File: src/rtl/lfsr_gen_if.sv
// lfsr_gen_if: control and status bundle of the parametrised LFSR.
// master drives enable/load/seed_in, slave returns state and status.
interface lfsr_gen_if #(
   parameter int WIDTH = 8,
   parameter int CNT_W = WIDTH
);
   logic             enable;
   logic             load;
   logic [WIDTH-1:0] seed_in;
   logic [WIDTH-1:0] value;
   logic             wrap;
   logic [CNT_W-1:0] period;
   logic             lockup;

   modport master (
      output enable, load, seed_in,
      input  value, wrap, period, lockup
   );

   modport slave (
      input  enable, load, seed_in,
      output value, wrap, period, lockup
   );
endinterface

File: src/rtl/lfsr_gen.sv
// lfsr_gen: Fibonacci/Galois LFSR with multi-step advance, seed load,
// all-zero recovery and a period counter that pulses wrap on return.
module lfsr_gen #(
   parameter int               WIDTH  = 8,
   parameter logic [WIDTH-1:0] TAPS   = WIDTH'(8'hB8),
   parameter int               GALOIS = 0,
   parameter int               STEPS  = 1,
   parameter logic [WIDTH-1:0] SEED   = WIDTH'(1),
   parameter int               CNT_W  = WIDTH
) (
   input  logic       clk,
   input  logic       reset,
   lfsr_gen_if.slave  bus
);

   logic [WIDTH-1:0] value_q;
   logic [WIDTH-1:0] seed_q;
   logic [CNT_W-1:0] count_q;
   logic [CNT_W-1:0] period_q;
   logic             wrap_q;

   logic [WIDTH-1:0] nxt;
   logic [CNT_W-1:0] cnt_inc;
   logic             lock;

   assign lock = (value_q == '0);

   // Saturating successor of the enabled-cycle counter.
   assign cnt_inc = (&count_q) ? count_q : count_q + 1'b1;

   // Unrolled STEPS single-steps of the selected topology.
   always_comb begin
      nxt = value_q;
      for (int i = 0; i < STEPS; i++) begin
         if (GALOIS != 0)
            nxt = (nxt >> 1) ^ (nxt[0] ? TAPS : '0);
         else
            nxt = {nxt[WIDTH-2:0], ^(nxt & TAPS)};
      end
   end

   // State, seed, counter and wrap update in priority order.
   always_ff @(posedge clk or posedge reset) begin
      if (reset) begin
         value_q  <= SEED;
         seed_q   <= SEED;
         count_q  <= '0;
         period_q <= '0;
         wrap_q   <= 1'b0;
      end else if (bus.load) begin
         value_q <= bus.seed_in;
         seed_q  <= bus.seed_in;
         count_q <= '0;
         wrap_q  <= 1'b0;
      end else if (bus.enable) begin
         if (lock) begin
            value_q <= SEED;
            seed_q  <= SEED;
            count_q <= '0;
            wrap_q  <= 1'b0;
         end else begin
            value_q <= nxt;
            if (nxt == seed_q) begin
               wrap_q   <= 1'b1;
               period_q <= cnt_inc;
               count_q  <= '0;
            end else begin
               wrap_q  <= 1'b0;
               count_q <= cnt_inc;
            end
         end
      end else begin
         wrap_q <= 1'b0;
      end
   end

   assign bus.value  = value_q;
   assign bus.wrap   = wrap_q;
   assign bus.period = period_q;
   assign bus.lockup = lock;

endmodule

File: src/flat_wrapper.sv
// flat-port wrapper written by rule: the top's interface ports become plain ports
module lfsr_gen_flat 
#(
   parameter int               WIDTH  = 8,
   parameter logic [WIDTH-1:0] TAPS   = WIDTH'(8'hB8),
   parameter int               GALOIS = 0,
   parameter int               STEPS  = 1,
   parameter logic [WIDTH-1:0] SEED   = WIDTH'(1),
   parameter int               CNT_W  = WIDTH
)
  (clk, reset, bus_enable, bus_load, bus_seed_in, bus_value, bus_wrap, bus_period, bus_lockup);
  lfsr_gen_if #(.WIDTH(WIDTH), .CNT_W(CNT_W)) bus_i ();
  input  logic clk;
  input  logic reset;
  input wire logic [$bits(bus_i.enable)-1:0] bus_enable;
  input wire logic [$bits(bus_i.load)-1:0] bus_load;
  input wire logic [$bits(bus_i.seed_in)-1:0] bus_seed_in;
  output wire logic [$bits(bus_i.value)-1:0] bus_value;
  output wire logic [$bits(bus_i.wrap)-1:0] bus_wrap;
  output wire logic [$bits(bus_i.period)-1:0] bus_period;
  output wire logic [$bits(bus_i.lockup)-1:0] bus_lockup;
  assign bus_i.enable = bus_enable;
  assign bus_i.load = bus_load;
  assign bus_i.seed_in = bus_seed_in;
  assign bus_value = bus_i.value;
  assign bus_wrap = bus_i.wrap;
  assign bus_period = bus_i.period;
  assign bus_lockup = bus_i.lockup;
  lfsr_gen #(.WIDTH(WIDTH), .TAPS(TAPS), .GALOIS(GALOIS), .STEPS(STEPS), .SEED(SEED), .CNT_W(CNT_W)) u_core (.clk(clk), .reset(reset), .bus(bus_i));
endmodule
File: config.mk
export PLATFORM = sky130hd
export DESIGN_NAME = lfsr_gen_flat
export DESIGN_NICKNAME = d
export VERILOG_FILES = /design/src/rtl/lfsr_gen_if.sv /design/src/rtl/lfsr_gen.sv /design/src/flat_wrapper.sv
export SDC_FILE = /design/constraint.sdc
export NUM_CORES = 1
export LEC_CHECK = 0
export ABC_CLOCK_PERIOD_IN_PS = 2300
export BUFFER_PORTS_ARGS = -buffer_cell sky130_fd_sc_hd__buf_2
export CORE_ASPECT_RATIO = 1.5
export CORE_UTILIZATION = 38
export CTS_BUF_LIST = sky130_fd_sc_hd__clkbuf_4
export DETAILED_ROUTE_END_ITERATION = 12
export GPL_ROUTABILITY_DRIVEN = 0
export PLACE_DENSITY_LB_ADDON = 0.15
export SYNTH_ARGS = -nofsm -noshare
export SYNTH_HDL_FRONTEND = slang
export SYNTH_SLANG_ARGS = --single-unit
File: constraint.sdc
create_clock -name clk -period 2.3 [get_ports clk]
set_input_delay 0.23 -clock clk [delete_from_list [all_inputs] [get_ports clk]]
set_output_delay 0.23 -clock clk [all_outputs]
set_load 0.03 [all_outputs]
# Yosys cells after proc, flatten, opt, wreduce, memory -nomap -nowiden
# Cells that the tools add are included.
# Widths: inputs -> output; s select.
[word_totals] register_bits=33 latch_bits=0 ramBits=0 romBits=0 in_bits=12 output_inout_bits=18 word_cells=31 n_memories=0
[classes] n_addsub=1 multipliers=0 div_mod_pow=0 n_lt_le_gt_ge=0 n_eq_ne=1 n_shift=0 mux=15 bitwise=2 n_reduce_logical=7
[ops] operator="$mux 8" count=11
[ops] operator="$add 8x1->8 const B" count=1
[ops] operator="$eq 8x8->1" count=1
[ops] operator="$logic_not 8->1" count=1
[ops] operator="$reduce_and 8->1" count=1
[ops] operator="$reduce_xor 8->1" count=1
[ops] operator="$mux 1" count=4
[ops] operator="$reduce_and 4->1" count=1
[ops] operator="$reduce_bool 2->1" count=2
[ops] operator="$not 1->1" count=2
[ops] operator="$reduce_and 2->1" count=1

# Logic depth before layout (Yosys ltp)
# Gate-level depths: netlist of the first run.
[logic_depth] word_depth=6 mapped_depth=8 ltp_nobuf=7

# Worst setup path after synthesis of the first run
# OpenSTA, ideal clock, no wires.
[synth_timing] path_kind="reg2reg" startpoint="register u_core.value_q[4] (netlist: u_core.bus.value[4])" endpoint="register u_core.period_q[0] (netlist: u_core.bus.period[0])" setup_ps=125 t_arrival_ps=2198 t_required_ps=2175 slack_ps=-23 stages_incl_launch_ff=7 n_path_buf=0 period_less_slack_ps=2323 path_cell_list="dfrtp_1 > inv_1 > ha_1 > xnor3_2 > xnor2_2 > nor4b_4 > mux2_2"
[synth_via] elab_chain_cells=3 elab_cells_between_ends=5 classes_between="eq/ne (1); bitwise (1); reduce/logical (3)"
[synth_rtl] item="start, declared" line_no="lfsr_gen.sv:16" text="logic [WIDTH-1:0] value_q;"
[synth_rtl] item="start signal, assigned" line_no="lfsr_gen.sv:51" text="value_q <= bus.seed_in;"
[synth_rtl] item="start signal, assigned" line_no="lfsr_gen.sv:62" text="value_q <= nxt;"
[synth_rtl] item="$reduce_xor 8->1 / $logic_not 8->1 (equally long branches)" line_no="lfsr_gen.sv:38, lfsr_gen.sv:26"
[synth_rtl] item="$eq 8x8->1 / $not 1->1 (equally long branches)"
[synth_rtl] item="$reduce_and 4->1 (no line) *"
[synth_rtl] item="end signal, assigned" line_no="lfsr_gen.sv:65" text="period_q <= cnt_inc;"
[synth_rtl] item="end, declared" line_no="lfsr_gen.sv:19" text="logic [CNT_W-1:0] period_q;"
# Every way passes the cells marked *; elsewhere a longest branch is shown, timed or not.
# A chain may end at the register's enable or synchronous reset.

# Worst setup path after layout of the first run
[layout_timing] startpoint="register u_core.value_q[4] (netlist: u_core.bus.value[4])" endpoint="register u_core.period_q[6] (netlist: u_core.bus.period[6])"
# Same word-level chain as after synthesis.

==> run metrics, run 1 <==
Post-Syn Area per Cell 9.830 um^2; area used by multi-input combinational logic 757.0 um^2; final net count 221; H-tree depth reported by CTS 2; Post-synth top flop dfrtp_1; top cell type by total area after synthesis dfrtp_1; ANT nets after route 0; Distinct cells, synth 34; final core utilization 0.4957; number of global-route vias before repair 1,277; die width 55.67 um; post-synth design cell area 1642 um^2; number of clock buffers inserted by TritonCTS 5; relative slew slack 0.6204; endpoint arrival time on the critical path 2420 ps; result of the run completed; list of cells traversed by the critical path inv_1 > ha_1 > xnor3_2 > xnor2_2 > nor4b_4 > buf_4 > mux2_2; synthesized instance count 167; clock transition time at the flip-flop clock pins of the worst setup and hold paths 100 ps; sum of negative setup slack 0 ps; post-synthesis sequential area ratio 0.5046; Worst Tran Pin Value 567.4 ps; core region area 4029 um^2; final cell area excluding filler cells 1997 um^2; overall routed net length 3488 um; cell with the most instances after synthesis nand2_1; Synthesized Nets 181; pin count of the biggest net entering global routing 34; WP data required 2520 ps; Overall Global Routing Usage 0.1679; wire length of the first global-routing pass 5899 um; Total Power Consumption 1.569 mW; number of iterations in the first detailed-routing pass 4; Avg Vias per Cell 5.043; clock insertion delay at the later pin of the skew report 330 ps; period utilisation layout 0.9579; top cells by area, synth dfrtp_1, nand2_1, xnor2_1, mux2i_1, dfstp_2; number of warnings printed during yosys synthesis 0; worst-path cell with the longest stage delay xnor3_2; maxcap violations 0; Placement Setup Slack 120.4 ps; DRC viols 0; total number of vias 1,276; signed area change from the synthesized netlist to the final layout 21.65%; post-detail-place hpwl 2566 um; static power due to leakage 1.032 nW; FILL cells 402; worst-case setup margin in the final layout 96.78 ps; cell area after placement 1853 um^2; Crit Path Class flip-flop to flip-flop; # setup viols final 0; # diodes 0; PwrDens 785.6 nW/um^2; beginning of the worst hold path bus_seed_in[3]; number of enable flip-flop cells after synthesis 0; crit start category flip-flop; Buf+Inv Stages, Crit Path 2; register bit total from synthesis 33; gr ovfl total 0; cell at the root of the clock tree clkbuf_4; Hold Violations, Final 0; clock sinks 33; number of placement rows 28; Total Die Area 4592 um^2; minimum clock period after layout 2203 ps; sort of element at the end of the critical path flip-flop; share of final-layout standard cells stronger than drive strength 1 0.2788; Clock Path Buffers 2; cell types with the highest counts after synthesis nand2_1, dfrtp_1, a21oi_1, nor2_1, o21ai_0; Post-Route Skew 14.84 ps; max frequency 0.4539 GHz; share of flip-flops with an asynchronous set or reset 1.000; IR drop worst, VDD 0.0004836 V; TritonCTS clock tree yes; First DRT Iteration DRCs 17; maximum fanout along the worst path 5; CP max stage delay 440 ps; antenna violations before repair 0; Top Ports 30; y dimension of the die 82.50 um; area used by sequential logic in the layout 830.8 um^2; initial core utilization 0.4075; worst min path class primary input to flip-flop; max-slew violation count 0; average routed wire per standard cell 13.79 um; cell family with most CP delay XOR/XNOR gates; critical path launch point u_core.bus.value[4]; share of the synthesized area in the top cell type 0.4726; reg2reg start u_core.bus.value[4]; number of buffers added on ports 29
==> kinds of logic (layout without fill, tap and decap cells) <==
logic type | count (synthesis) | after routing | synth area share
AND/OR/NAND/NOR | 67 | 67 | 0.1959
flip-flops | 33 | 33 | 0.5046
AO/OA/AOI/OAI | 31 | 31 | 0.1151
buffers and inverters | 13 | 54 | 0.03430
XOR/XNOR | 12 | 12 | 0.07775
multiplexers | 9 | 9 | 0.05716
adder cells (fa/ha/maj) | 2 | 2 | 0.01524
==> per-stage QoR <==
stage	hold WS, ps	instances
finish	110.9	253
global route	106.9	253
CTS	92.44	249
detailed placement	340.5	240
global placement	335.7	240
floorplan	353.0	167
==> worst paths after layout <==
kind,slack (ps),depth (start not counted),to
min reg2reg,490,2,u_core.seed_q[0]
min,110,3,u_core.seed_q[3]
max reg2reg,100,7,u_core.bus.period[6]
min in group asynchronous,510,4,u_core.bus.period[3]
max in group asynchronous,1450,4,u_core.seed_q[0]
max,100,7,u_core.bus.period[6]
==> sequential cells by signal (all words and copies together), names as in the netlist <==
name / flops
u_core.bus.period: 8
u_core.bus.value: 8
u_core.bus.wrap: 1
u_core.count_q: 8
u_core.seed_q: 8
==> final cells by class <==
class | count | share of cell area
timing repair buffer | 39 | 0.1122
clock buffer | 5 | 0.01880
tap | 45 | 0.02820
clock inverter | 3 | 0.03258
multi-input combinational | 121 | 0.3791
inverter | 7 | 0.01316
sequential | 33 | 0.4160
==> power breakdown <==
| part | total (mW) | switching [mW] | internal, mW |
|---|---|---|---|
| clock | 0.533 | 0.197 | 0.337 |
| combinational | 0.344 | 0.208 | 0.135 |
| sequential | 0.692 | 0.0510 | 0.641 |
==> repair_timing <==
action                     CTS  global route
hold buffers                 1             0
setup endpoints to repair    0             4
hold endpoints to repair    31             0
buffers inserted             0             3
resized for setup            0             1
==> placed cells by master, fill, tap and decap left out, drive strengths merged, types with 3 or more instances in the layout <==
master,instances
nand4,5
nand2b,3
nand2,38
nor2,10
a21oi,10
mux2i,6
dfrtp,31
o21ai,10
mux2,3
inv,7
xnor2,9
clkbuf,5
buf,38
==> layer usage <==
metal | global-route usage | wire length, um | share of wire
met2 | 0.3181 | 1921 | 0.55
met5 | 0 | 0 | 0
met1 | 0.1814 | 1427 | 0.41
met3 | 0.03271 | 96 | 0.028
met4 | 0.07500 | 42 | 0.012
==> tightest hold or removal path: stages <==
cell     delay [ps]
buf_2            70
nand2_1          60
nand2_1          50
Note: power is estimated with default switching activity, not from simulation.
==> run 2, diff against run 1 <==
- GPL_TIMING_DRIVEN: default -> 0
- REMOVE_ABC_BUFFERS: default -> 1
==> run 2 against run 1 <==
  * Worst setup slack improved by 87 ps
  * Clock skew fell by 11 ps
  * Register-to-register slack improved by 90 ps
  * Largest cell class unchanged
  * Highest routed layer unchanged
==> run metrics, run 2 (synthesized netlist as in run 1, its figures left out) <==
reg2reg start u_core.bus.value[4]; Post-Route Skew 3.763 ps (-11.08 ps); # diodes 0 (unchanged); number of placement rows 28 (unchanged); period utilisation layout 0.9203 (-0.03765); average routed wire per standard cell 13.13 um (-4.8%); clock sinks 33 (unchanged); initial core utilization 0.4075 (unchanged); Overall Global Routing Usage 0.1536 (-0.01432); wire length of the first global-routing pass 5333 um (-9.6%); PwrDens 701.8 nW/um^2 (-11%); number of clock buffers inserted by TritonCTS 5 (unchanged); share of final-layout standard cells stronger than drive strength 1 0.2670 (-0.01186); Clock Path Buffers 2 (unchanged); DRC viols 0 (unchanged); result of the run completed; overall routed net length 3296 um (-5.5%); cell at the root of the clock tree clkbuf_4; WP data required 2520 ps (about the same); TritonCTS clock tree yes; number of global-route vias before repair 1,213 (-5.0%); end of the critical path u_core.bus.period[6]; # setup viols final 0 (unchanged); crit start category flip-flop; most common cell after layout, fill and taps aside nand2_1; max-slew violation count 0 (unchanged); pin count of the biggest net entering global routing 34 (unchanged); final core utilization 0.4879 (-0.007764); die width 55.67 um (unchanged); commonest non-fill, non-tap cells in the layout nand2_1, dfrtp_1, buf_2; final net count 219 (-0.90%); number of buffers added on ports 29 (unchanged); antenna violations before repair 0 (unchanged); area used by multi-input combinational logic 765.7 um^2 (+1.2%); clock transition time at the flip-flop clock pins of the worst setup and hold paths 100 ps (about the same); post-detail-place hpwl 2376 um (-7.4%); sort of element at the end of the critical path flip-flop; worst-case setup margin in the final layout 183.4 ps (+86.60 ps); worst min path class primary input to flip-flop; IR drop worst, VDD 0.0005110 V (+5.7%); area used by sequential logic in the layout 829.5 um^2 (-0.15%); Top Ports 30 (unchanged); Avg Vias per Cell 5.124 (+1.6%); minimum clock period after layout 2117 ps (-86.60 ps); Crit Path Class flip-flop to flip-flop; endpoint arrival time on the critical path 2330 ps (-90 ps); H-tree depth reported by CTS 2 (unchanged); critical path launch point u_core.bus.value[4]; FILL cells 378 (-6.0%); static power due to leakage 1.008 nW (-2.3%); FF-to-FF setup slack 180 ps (+90 ps); Worst Tran Pin Value 709.3 ps (+142.0 ps); ANT nets after route 0 (unchanged); R2R depth 7 (unchanged); setup repair after global routing missed its margin false; max frequency 0.4725 GHz (+4.1%); First DRT Iteration DRCs 21 (+4); total number of vias 1,286 (+0.78%); gr ovfl total 0 (unchanged); y dimension of the die 82.50 um (unchanged); clock insertion delay at the later pin of the skew report 320 ps (about the same); number of iterations in the first detailed-routing pass 4 (unchanged); maximum fanout along the worst path 6 (+1); maxcap violations 0 (unchanged); Total Die Area 4592 um^2 (unchanged); capture point of the worst reg-to-reg path u_core.bus.period[6]; Placement Setup Slack -348.8 ps (-469.3 ps); relative slew slack 0.5271 (-0.09324); core region area 4029 um^2 (unchanged); signed area change from the synthesized netlist to the final layout 19.74%; Hold Violations, Final 0 (unchanged)
-- run 2: through the flow --
step / setup TNS, ps / instance area [um^2] / instances / total power, mW / hold slack [ps]
2_1_floorplan: -650.9 / 1612 / 161 / 0.9368 / 338.2
3_3_place_gp: -1439 / 1813 / 235 / 1.028 / 437.9
3_5_place_dp: -1712 / 1813 / 235 / 1.034 / 442.9
4_1_cts: -0.2804 / 1888 / 245 / 1.383 / 90.55
5_1_grt: 0 / 1966 / 251 / 1.457 / 106.4
6_report: 0 / 1966 / 251 / 1.380 / 110.9
-- run 2: power breakdown --
group / switching [mW] / internal [mW]
Sequential: 0.0508 / 0.640
Combinational: 0.211 / 0.136
Clock: 0.184 / 0.157
Total: 0.446 / 0.934
-- run 2: worst min-delay path by stage --
stage                    from                   to  depth (start not counted)
4_1_cts        bus_seed_in[1]     u_core.seed_q[1]                          3
2_1_floorplan        bus_load  u_core.bus.value[5]                          1
5_1_grt        bus_seed_in[1]     u_core.seed_q[1]                          3
3_5_place_dp   bus_seed_in[1]     u_core.seed_q[1]                          3
6_report       bus_seed_in[4]     u_core.seed_q[4]                          3
3_3_place_gp   bus_seed_in[1]     u_core.seed_q[1]                          3
-- run 2: area by class of cell --
type,instances,share of cell area
clock buffers,8,0.03055
well taps,45,0.02864
flip-flops and latches,33,0.4220
inverters,7,0.01337
multi-input cells,121,0.3896
repair buffers,37,0.1158
-- run 2: worst max-delay path, cell delays in order (launching register included) --
cell and delay [ps]:
dfrtp_2 400, inv_1 50, ha_1 180, nor3b_1 140
a211oi_1 450, nor4b_4 290, buf_6 160, mux2_2 330
-- run 2: timing repair --
action / CTS / global route
buffers inserted: 2 / 4
endpoints found under the hold margin: 0 / 6
hold buffers: 0 / 1
pin swaps: 1 / 1
gates resized for setup: 0 / 4
cloned: 0 / 0
endpoints found under the setup margin: 10 / 16
-- run 2: per-layer routing --
| metal | global-route usage | wire length (um) |
|---|---|---|
| met2 | 0.2892 | 1744 |
| met1 | 0.1600 | 1365 |
| met4 | 0.07500 | 68 |
| met3 | 0.03738 | 118 |
| met5 | 0 | 0 |
